--- src/rtl/video_pkg.sv ---
`default_nettype none
// ============================================================================
// Module   : video_pkg
// Brief    : Shared types and constants for the LCD video path and its checker.
// Revision : 1.0
// ============================================================================
package video_pkg;

    typedef enum logic [0:0] {
        WAIT_VS = 1'b0,
        ACTIVE  = 1'b1
    } vt_state_t;

    // CRC-16-CCITT, MSB first, no reflection
    localparam logic [15:0] c_crc_poly = 16'h1021;
    localparam logic [15:0] c_crc_init = 16'hFFFF;

    localparam int c_def_h_active = 800;
    localparam int c_def_v_active = 480;

endpackage
`default_nettype wire

--- src/rtl/crc16_24b.sv ---
`default_nettype none
// ============================================================================
// Module   : crc16_24b
// Brief    : Single-cycle CRC-16 update over one 24-bit word, MSB first.
// Revision : 1.0
// ============================================================================
module crc16_24b
    import video_pkg::*;
(
    input  logic [15:0] i_crc,
    input  logic [23:0] i_data,
    output logic [15:0] o_crc
);

    logic [15:0] w_acc;

    always_comb begin
        w_acc = i_crc;
        for (int i = 23; i >= 0; i--) begin
            if (w_acc[15] ^ i_data[i]) begin
                w_acc = {w_acc[14:0], 1'b0} ^ c_crc_poly;
            end else begin
                w_acc = {w_acc[14:0], 1'b0};
            end
        end
        o_crc = w_acc;
    end

endmodule
`default_nettype wire

--- config.mk ---
export PLATFORM = sky130hd
export DESIGN_NAME = crc16_24b
export DESIGN_NICKNAME = d
export VERILOG_FILES = /design/src/rtl/video_pkg.sv /design/src/rtl/crc16_24b.sv
export SDC_FILE = /design/constraint.sdc
export NUM_CORES = 1
export LEC_CHECK = 0
export ABC_AREA = 1
export BUFFER_PORTS_ARGS = -buffer_cell sky130_fd_sc_hd__buf_2
export CAP_MARGIN = 20
export CORE_MARGIN = 5
export CORE_UTILIZATION = 45
export DETAILED_ROUTE_END_ITERATION = 10
export PLACE_DENSITY = 0.8
export SYNTH_ARGS = -nofsm -noshare
export SYNTH_HDL_FRONTEND = slang
export SYNTH_SLANG_ARGS = --single-unit
--- constraint.sdc ---
create_clock -name vclk -period 1.9
set_input_delay 0.285 -clock vclk [all_inputs]
set_output_delay 0.285 -clock vclk [all_outputs]
set_load 0.005 [all_outputs]
Word-level counts from Yosys, hierarchy flattened
Index checks and enable logic that the tools add are counted.

Multiplexer cells: 24. Bitwise gates (word level): 48.

Operators by type and width (count): two-way mux 13 bit (24); inverter 3 bit (24); XOR 1 bit (24).

Register bits: 0. Input port bits: 40. Output and inout port bits: 16. Logic and storage cells: 72.

Logic depth before layout (Yosys ltp)
Depth after elaboration: 48. Depth in mapped cells: 16. Depth with buffers taken out: 16.

Worst setup path before layout
Ideal clock, no wire load.

Path kind: input port to output port. Start: input port i_crc[12]. End: output port o_crc[12]. Arrival: 1.448 ns. Slack: 0.167 ns. Cell stages on the path: 15. Buffers on the path: 0. Cells stage by stage: nand2_1 -> inv_1 -> nor2_2 -> nand2_2 -> nand2_2 -> nand2_1 -> nand2_2 -> nand2_1 -> nand2_2 -> nand2_1 -> nand2_2 -> nand2_1 -> nand2_1 -> nand2_1 -> nand2_1.

Longest elaborated chain between the ends: 20.

RTL lines: start: declaration (line crc16_24b.sv:10) `input logic [15:0] i_crc,`; XOR 1 bit (*) (line crc16_24b.sv:20) `if (w_acc[15] ^ i_data[i]) begin`; two-way mux 13 bit (*) (line crc16_24b.sv:20); XOR 1 bit or two-way mux 13 bit (tied branches) (line crc16_24b.sv:20); two-way mux 13 bit (*) (line crc16_24b.sv:20); XOR 1 bit or two-way mux 13 bit (tied branches) (line crc16_24b.sv:20); two-way mux 13 bit (*) (line crc16_24b.sv:20); two-way mux 13 bit or inverter 3 bit (tied branches); two-way mux 13 bit (line crc16_24b.sv:20); [... 2 more ...]; inverter 3 bit (no source line) or two-way mux 13 bit (tied branches); two-way mux 13 bit (3 in series) (line crc16_24b.sv:20); two-way mux 13 bit (*) (line crc16_24b.sv:20); two-way mux 13 bit (line crc16_24b.sv:20); two-way mux 13 bit (tied with other cells) (line crc16_24b.sv:20); two-way mux 13 bit (line crc16_24b.sv:20); inverter 3 bit (no source line) or XOR 1 bit (tied branches); two-way mux 13 bit (*) (line crc16_24b.sv:20); end: declaration (line crc16_24b.sv:12) `output logic [15:0] o_crc`.

Mark *: on every way between the ends. The rest lies on a longest branch, timed or not.

Worst setup path after layout
Start: input port i_data[12]. End: output port o_crc[13].

Longest elaborated chain between the ends: 12.

RTL lines: start: declaration (line crc16_24b.sv:11) `input logic [23:0] i_data,`; XOR 1 bit (*) (line crc16_24b.sv:20); two-way mux 13 bit (*) (line crc16_24b.sv:20); XOR 1 bit or two-way mux 13 bit (tied branches) (line crc16_24b.sv:20); two-way mux 13 bit (*) (4 in series) (line crc16_24b.sv:20); two-way mux 13 bit (line crc16_24b.sv:20); two-way mux 13 bit or inverter 3 bit (tied branches); two-way mux 13 bit (line crc16_24b.sv:20); inverter 3 bit (no source line) or XOR 1 bit (tied branches); two-way mux 13 bit (*) (line crc16_24b.sv:20).

Marks and branches as above.

==> run summary <==
WL final: 6920 um
FF+latch area: 0 sq um
Nets: 371
Detailed Place HPWL: 2914 um
Starting Density: 47.59%
Max layer used: met4
Synth top area share: 24.74%
Fillers: 97
Hold buffers post-CTS: 0
Clock period minus worst slack: 2.229 ns
RSZ-0062 raised after global routing: true
Rows: 19
Detailed-route vias per instance: 5.744
Power per cell area: 753.5 nW/um^2
Wl on met1: 2425 um
Setup crit end kind: output pin
Core ar.: 2805 sq um
Clock buffer cells: 0
Die W: 64.47 um
Mapped Area: 1335 sq um
Cell taking the most area after synthesis: nand2_1
Met2 WL post-DR: 3545 um
Worst rel slew slack: 75.75%
Violation count after the first detailed-route iteration: 163
Hold path cells: 5
Worst hold slack: 1.174 ns
Max cap viols: 0
# placed instances: 347
First-pass iteration count of the detailed router: 6
Peak VDD IR: 0.4825 mV
Critical path fanouts, max: 3
Via count: 2068
Area Overhead vs Synth: 93.91%
Final worst slack: -0.3287 ns
Final worst path period share: 117.3%
CP required: 1.62 ns
Critical Setup Path Class: input pin to output pin
First-pass GRT wire length: 7100 um
Routed Antenna Nets: 0
Cell variety after synth: 21
Initial antenna violation count: 0
RePlAce Congestion: 0.8551
CP startpoint kind: input pin
Vias in the first global route: 1751
I/O pin total: 56
Largest net degree at the start of global routing: 6
Syn. warnings: 0
Global Route Usage Sum: 20.48%
Leakage: 1.493 nW
Share of cells above drive strength 1: 62.01%
Fin. max-slew vios: 0
Top-count cell post-synth: nand2_1
I/O Buffers: 56
Failing checks: negative setup slack
HP Start: i_data[3]
Mapped Cells: 237
Fin. Hold Viols: 0
Hold Crit Class: input pin to output pin
Syn Area/Cell: 5.633 sq um
Slew at the pin closest to its max-slew limit: 0.3626 ns
Synth cell count leaders: 88 x nand2_1, 37 x inv_1, 29 x nand2_2, 25 x nand3_1
DIE AREA: 4156 sq um
Die height: 64.47 um
Ranking of synthesized cells by area: nand2_1 25%, nand2_2 14%, inv_1 10%
Ant. Diodes: 0
Final cell count without fillers: 360
Status: finished, violations left
Final setup vio count: 16
Sequential share of the synthesized area: 0%
Routed WL per cell: 19.22 um
Hold Path End: o_crc[3]
Grt ovf: 0
Peak Freq: 0.4487 GHz
Crit path DAT: 1.94 ns
Sequential cell count: 0
Drt drc: 0
Syn Nets: 277
Met3 WL: 459 um
[layer usage]
metal  GRT usage (%)  vias to the layer above
met2           43.81                      153
met4           8.443                        0
met5               0                        -
li1                -                      899
met3           1.382                       51
met1           19.60                      965
[how the worst max path moves through the flow]
stage,endpoint,slack [ns],depth (start not counted),startpoint
after detailed placement,o_crc[12],-0.26,17,i_crc[12]
after floorplan,o_crc[12],0.17,15,i_crc[12]
after global routing,o_crc[5],-0.41,14,i_crc[14]
after CTS,o_crc[14],-0.10,16,i_crc[14]
after global placement,o_crc[5],-0.22,17,i_crc[12]
final,o_crc[13],-0.33,15,i_data[12]
[cells in the final DEF (no fill, tap or decap)]
master and instances:
nand2_8 1, nand3b_1 5, buf_8 3, xor2_2 2, buf_12 3, xor2_4 3, xnor2_1 2, o21ai_4 1
nand2_1 59, nand2_4 35, xnor3_1 2, buf_2 42, nand3_2 7, xnor2_4 6, inv_2 5, inv_1 30
nand3_4 3, xor2_1 8, nand3_1 19, xnor2_2 6, nand3b_4 1, nor2_2 1, clkbuf_4 1, inv_6 1
inv_4 4, buf_4 29, or2_4 1, buf_6 14, nand2_2 32, nor2_4 3
[cell type report]
class / instances / area (sq um) / area share, %
multi-input cells: 197 / 1687 / 65.15
repair buffers: 92 / 698.2 / 26.97
inverters: 40 / 165.2 / 6.380
well taps: 31 / 38.79 / 1.498
[report_power, final]
part           switching [mW]  leakage (nW)  internal [mW]  total, mW
sequential                  0             0              0          0
clock                       0             0              0          0
combinational            1.08          1.49          0.871       1.95
[repair_timing]
action,in CTS,in global routing
setup endpoints to repair,16,16
resized for setup,67,74
setup buffers,6,7
pin swaps,52,39
cloned,0,0
[metrics by stage]
| step | TNS [ns] | setup WS, ns | total power [mW] | area (sq um) | utilization (%) |
|---|---|---|---|---|---|
| 2_1_floorplan | 0 | 0.1673 | 0.8431 | 1335 | - |
| 3_3_place_gp | -1.474 | -0.2236 | 1.290 | 1827 | 65.12 |
| 3_5_place_dp | -2.217 | -0.2617 | 1.320 | 1827 | 65.12 |
| 4_1_cts | -0.6517 | -0.1042 | 1.473 | 2143 | 76.41 |
| 5_1_grt | -4.529 | -0.4062 | 2.072 | 2589 | 92.28 |
| 6_report | -3.790 | -0.3287 | 1.951 | 2589 | 92.28 |
[cell families after synthesis]
logic type      after synthesis  share of synthesized area (%)
buf+inv                      40                          11.43
xor+xnor                     29                          22.77
compound gates                1                         0.6562
simple gates                167                          65.14
[worst max-delay path, cell delays in order]
cell	delay, ns
buf_2	0.12
nand2_1	0.13
inv_1	0.09
nor2_2	0.12
nand2_1	0.08
nand2_2	0.10
nand3_1	0.12
nand2_2	0.14
nand2_1	0.08
nand2_2	0.12
xor2_1	0.23
inv_1	0.10
nand2_2	0.07
nand2_1	0.04
buf_2	0.12
(Power assumes the default switching activity.)
